==> src/rtl/pe_stream_feeder.sv <==
// Streams a filter burst, then an ifmap burst, from small local stores into a PE
// using a wen/ready handshake, with a fixed idle gap between the two bursts.
module pe_stream_feeder #(
  parameter int unsigned DATA_WIDTH   = 16,
  parameter int unsigned CONFIG_BIT   = 5,
  parameter int unsigned FILTER_DEPTH = 8,
  parameter int unsigned IFMAP_DEPTH  = 32,
  parameter int unsigned GAP_CYCLES   = 2
) (
  input  logic                           clk,
  input  logic                           rst,
  input  logic                           ld_wen,
  input  logic                           ld_sel,
  input  logic [$clog2(IFMAP_DEPTH)-1:0] ld_addr,
  input  logic [DATA_WIDTH-1:0]          ld_data,
  input  logic [CONFIG_BIT-1:0]          filter_size,
  input  logic [7:0]                     ifmap_count,
  input  logic                           go,
  output logic                           busy,
  output logic                           done,
  output logic                           filter_wen,
  output logic [DATA_WIDTH-1:0]          filter_din,
  input  logic                           filter_ready,
  output logic                           filter_done,
  output logic                           start,
  output logic                           ifmap_wen,
  output logic [DATA_WIDTH-1:0]          ifmap_din,
  input  logic                           ifmap_ready
);

  localparam int unsigned FAW = $clog2(FILTER_DEPTH);
  localparam int unsigned IAW = $clog2(IFMAP_DEPTH);
  localparam int unsigned FCW = FAW + 1;
  localparam int unsigned ICW = IAW + 1;
  localparam int unsigned GCW = (GAP_CYCLES > 1) ? $clog2(GAP_CYCLES) : 1;

  typedef enum logic [2:0] {StIdle, StFilter, StGap, StIfmap, StFin} state_e;

  state_e          state_q, state_d;
  logic [FCW-1:0]  fcnt_q, fcnt_d, fsize_q, fsize_d, fsize_clamp;
  logic [ICW-1:0]  icnt_q, icnt_d, isize_q, isize_d, isize_clamp;
  logic [GCW-1:0]  gcnt_q, gcnt_d;
  logic            fdone_q, fdone_d;

  logic [DATA_WIDTH-1:0] fstore_q [FILTER_DEPTH];
  logic [DATA_WIDTH-1:0] istore_q [IFMAP_DEPTH];

  // Stores have no reset so their contents survive a reset pulse.
  always_ff @(posedge clk) begin
    if (ld_wen && (state_q == StIdle)) begin
      if (!ld_sel && (32'(ld_addr) < FILTER_DEPTH)) begin
        fstore_q[ld_addr[FAW-1:0]] <= ld_data;
      end
      if (ld_sel && (32'(ld_addr) < IFMAP_DEPTH)) begin
        istore_q[ld_addr] <= ld_data;
      end
    end
  end

  always_comb begin
    if (32'(filter_size) > FILTER_DEPTH) fsize_clamp = FCW'(FILTER_DEPTH);
    else                                 fsize_clamp = FCW'(filter_size);
    if (32'(ifmap_count) > IFMAP_DEPTH)  isize_clamp = ICW'(IFMAP_DEPTH);
    else                                 isize_clamp = ICW'(ifmap_count);
  end

  always_comb begin
    state_d = state_q;
    fcnt_d  = fcnt_q;
    icnt_d  = icnt_q;
    fsize_d = fsize_q;
    isize_d = isize_q;
    gcnt_d  = gcnt_q;
    fdone_d = fdone_q;
    unique case (state_q)
      StIdle: begin
        if (go) begin
          fsize_d = fsize_clamp;
          isize_d = isize_clamp;
          fcnt_d  = '0;
          icnt_d  = '0;
          gcnt_d  = '0;
          if (fsize_clamp == '0) begin
            fdone_d = 1'b1;
            state_d = StGap;
          end else begin
            fdone_d = 1'b0;
            state_d = StFilter;
          end
        end
      end
      StFilter: begin
        if (filter_ready) begin
          fcnt_d = fcnt_q + FCW'(1);
          if (fcnt_q + FCW'(1) == fsize_q) begin
            fdone_d = 1'b1;
            state_d = StGap;
          end
        end
      end
      StGap: begin
        if (gcnt_q == GCW'(GAP_CYCLES - 1)) begin
          gcnt_d  = '0;
          state_d = (isize_q == '0) ? StFin : StIfmap;
        end else begin
          gcnt_d = gcnt_q + GCW'(1);
        end
      end
      StIfmap: begin
        if (ifmap_ready) begin
          icnt_d = icnt_q + ICW'(1);
          if (icnt_q + ICW'(1) == isize_q) state_d = StFin;
        end
      end
      StFin: state_d = StIdle;
      default: state_d = StIdle;
    endcase
  end

  always_ff @(posedge clk or posedge rst) begin
    if (rst) begin
      state_q <= StIdle;
      fcnt_q  <= '0;
      icnt_q  <= '0;
      fsize_q <= '0;
      isize_q <= '0;
      gcnt_q  <= '0;
      fdone_q <= 1'b0;
    end else begin
      state_q <= state_d;
      fcnt_q  <= fcnt_d;
      icnt_q  <= icnt_d;
      fsize_q <= fsize_d;
      isize_q <= isize_d;
      gcnt_q  <= gcnt_d;
      fdone_q <= fdone_d;
    end
  end

  // Outputs decode straight from state so reset clears them without waiting for a clock.
  assign busy        = (state_q == StFilter) || (state_q == StGap) || (state_q == StIfmap);
  assign done        = (state_q == StFin);
  assign filter_wen  = (state_q == StFilter);
  assign filter_done = fdone_q;
  assign start       = (state_q == StIfmap);
  assign ifmap_wen   = (state_q == StIfmap);
  assign filter_din  = filter_wen ? fstore_q[fcnt_q[FAW-1:0]] : '0;
  assign ifmap_din   = ifmap_wen ? istore_q[icnt_q[IAW-1:0]] : '0;

endmodule

==> config.mk <==
export PLATFORM = sky130hd
export DESIGN_NAME = pe_stream_feeder
export DESIGN_NICKNAME = d
export VERILOG_FILES = /design/src/rtl/pe_stream_feeder.sv
export SDC_FILE = /design/constraint.sdc
export NUM_CORES = 1
export LEC_CHECK = 0
export BUFFER_PORTS_ARGS = -buffer_cell sky130_fd_sc_hd__buf_2
export CAP_MARGIN = 25
export CORE_UTILIZATION = 40
export DETAILED_ROUTE_END_ITERATION = 16
export SKIP_LAST_GASP = 1
export SLEW_MARGIN = 20
export SYNTH_ARGS = -nofsm -noshare
export SYNTH_HDL_FRONTEND = slang
export SYNTH_SLANG_ARGS = --single-unit
==> constraint.sdc <==
create_clock -name clk -period 3.9 [get_ports clk]
set_input_delay 0.78 -clock clk [delete_from_list [all_inputs] [get_ports clk]]
set_output_delay 0.78 -clock clk [all_outputs]
set_load 0.005 [all_outputs]
==> flow_summary.toml <==
[place]
dp_cells = 2179
dp_slack_ns = 0.656
gp_congestion = 0.853
io_buffers = 78
detailed_place_hpwl_um = 34700

[logic_synthesis]
avgSynthCellArea_um2 = 21.1
yosysTopAreaCell = "edfxtp_1"
yosys-top-cells-area = "edfxtp_1, mux4_2, mux2i_1"
synth_top_area_share_pct = 73.7
async_flop_share_pct = 3.76
synth_flop_cell = "edfxtp_1"
syn-cell-area_um2 = 26100
synth_edf_count = 640
yosysWarnings = 0
ys_types = 50
seq_area_frac_synth_pct = 76.0
synth_cells = 1234
ys_ff_latch = 665
synth_nets = 1277

[worst_setup_path]
cp_top_family = "flip-flops"
worstPathRequired_ns = 3.12
worstSetupEndpointType = "output pin"
path_buf_inv = 2
critical_path.cell_chain = "buf_4 -> mux4_2 -> mux2i_1 -> o22ai_1 -> or2_1 -> buf_2"
crit_fanout = 31
cp_slowest_cell = "dfrtp_4"
critPathMaxStageDelay_ns = 0.80
cp-start-kind = "flip-flop"
worstSetupPathType = "flip-flop to output pin"
arrival_ns = 2.98

[floorplanning]
io_pins = 79
coreArea_um2 = 64500
rows = 93
dieArea_um2 = 66300
initial_utilization_pct = 40.5
dieWidth_um = 257
die_h_um = 257

[drt]
drc_errors = 0
via_count = 12600
ant_nets = 0
via_per_inst = 5.45
wl_per_cell_um = 25.2
drt_iter0_drc = 1064
wirelength_um = 58200
drt-pass1-iter-count = 5

[final_layout]
layout.cells.non_filler = 2310
multi_input_area_um2 = 5900
layout.nets = 1442
final_cell_mix = "edfxtp_1, mux4_2, mux2i_1, buf_2, buf_4"
fin_util_pct = 46.9
fillers = 5337
area_growth_pct = 15.8
layout_commonest_cell = "edfxtp_1"
ff_latch_area_um2 = 19900
drive_above_1_share_pct = 31.1

[timing]
worst_slack_ns = 0.136
tightest_slew_ns = 0.893
finalHoldViolCount = 0
whs_ns = 0.196
relSlewSlack_pct = 40.4
min_period_over_period_pct = 96.5
clock-skew-final_ns = 0.0139
drv_slew = 0
fin_crit_ns = 3.76
grt_setup_unrepaired = "false"
fmax_mhz = 266
finalSetupViolations = 0
final.setup.tns_ns = 0

[power]
combPwrFrac_pct = 22.0
pwr-share-seq_pct = 43.4
p_sw_mw = 5.02
vdd_drop_max_uv = 323
power.density_nw_per_um2 = 620
p_leak_nw = 10.1
pwr-share-clk_pct = 34.6
p_int_mw = 13.7
swShare_pct = 26.8

[grt]
use_met1_pct = 25.0
grt_pass1_wl_um = 87100
antenna_found_initial = 1
met3_usage_pct = 3.53
grt_busiest_layer = "met2"
grt_pass1_vias = 13100
grt_usage_pct = 17.9
overflow = 0
grt_start_max_net_pins = 41
grtUsageMet2_pct = 28.7

[cts]
worstSkewPairLatency_ns = 0.60
tritoncts = "done"
clockBufferDepth = 3
cts_buffers = 71
h-tree-depth = 3
cts-root-buf = "clkbuf_16"
clkSinkCount = 665
clk_pin_slew_ns = 0.06

[worst_hold_path]
hp-class = "input pin to async pin"

[job]
maxCapViolCount = 0

[outcome]
status = "complete, no violations"
## worst register-to-register path, stage by stage, from the launching register on
cell and delay, ns:
dfrtp_1 0.36, buf_4 0.19, nor3_1 0.19, buf_4 0.16, nand2_1 0.07, nor3b_1 0.49, nand2_1 0.31, nor2_1 0.60
buf_4 0.31
## cells in the mapped netlist (2+ instances only)
| library cell | count |
|---|---|
| nor3_1 | 11 |
| o41ai_1 | 2 |
| o22ai_1 | 32 |
| nor3b_1 | 3 |
| buf_6 | 7 |
| nand2b_1 | 5 |
| mux2i_1 | 82 |
| nand3b_1 | 3 |
| dfrtp_1 | 25 |
| a21oi_1 | 4 |
| edfxtp_1 | 640 |
| or2_1 | 16 |
| buf_2 | 22 |
| nand2_1 | 32 |
| ha_1 | 2 |
| o31a_1 | 2 |
| or3_1 | 2 |
| and3_1 | 2 |
| clkbuf_1 | 24 |
| inv_1 | 7 |
| xnor2_1 | 9 |
| nor2_1 | 66 |
| nand3_1 | 10 |
| xor2_1 | 4 |
| a22o_1 | 6 |
| o31ai_1 | 3 |
| o21ai_0 | 14 |
| nor2b_1 | 3 |
| a31oi_1 | 3 |
| buf_4 | 4 |
| nor4_1 | 2 |
| buf_8 | 2 |
| mux4_2 | 160 |
| buf_1 | 9 |
## state kept, by name, summed over array words and instances (netlist names)
name / flops
fsize_q: 4
istore_q: 512
state_q: 3
fstore_q: 128
fcnt_q: 4
icnt_q: 6
isize_q: 6
filter_done: 1
gcnt_q: 1
## power groups by stage
stage	Sequential [mW]	Combinational (mW)	Clock, mW
6_report	8.14	4.13	6.48
5_1_grt	8.15	4.47	6.88
4_1_cts	8.14	4.20	6.60
3_5_place_dp	8.30	4.16	0
3_3_place_gp	8.30	4.12	0
2_1_floorplan	8.15	3.07	0
## area by class of cell
cell class              instances  area share (%)
multi-input cells             494            19.5
flip-flops and latches        665            65.7
clock inverters                43            1.25
clock buffers                  85            6.19
repair buffers                160            3.68
inverters                       7          0.0952
diodes                          1         0.00828
well taps                     855            3.54
## stage by stage
stage | area [um^2] | power (mW)
2_1_floorplan | 26100 | 11.2
3_5_place_dp | 27900 | 12.5
5_1_grt | 30200 | 19.5
6_report | 30200 | 18.7
3_3_place_gp | 27900 | 12.4
4_1_cts | 30200 | 18.9
## cells by family (layout without fill, tap and decap cells)
group,after synthesis,in the layout,synth area share [%]
flops,665,665,76.0
mux,242,242,17.0
simple gates,161,161,2.88
compound gates,75,75,1.99
buf+inv,75,295,1.53
xor+xnor,14,14,0.499
fa+ha+maj,2,2,0.0959
other cells,0,1,0
## timing repair
item                                    4_1_cts  5_1_grt
setup buffers                                 1        0
hold buffers                                  0        0
endpoints found under the setup margin        1        0
gates resized for setup                       0        0
## worst paths after layout
path / from / to / slack [ns] / depth (start not counted)
worst min register to register: icnt_q[5] / icnt_q[5] / 0.50 / 1
min in group clk: ifmap_count[4] / isize_q[4] / 0.42 / 2
worst max register to register: state_q[0] / istore_q[17][3] / 0.93 / 8
worst min-delay path: rst / fsize_q[1] / 0.20 / 2
max in group asynchronous: rst / icnt_q[0] / 3.24 / 3
worst max-delay path: icnt_q[1] / ifmap_din[2] / 0.14 / 6
## layer usage
metal	vias up	share of wire (%)
met5	-	0.021
met3	82	5.8
li1	5445	-
met2	384	48
met1	6666	44
met4	2	2.0
Power figures use the tool's default switching activity.
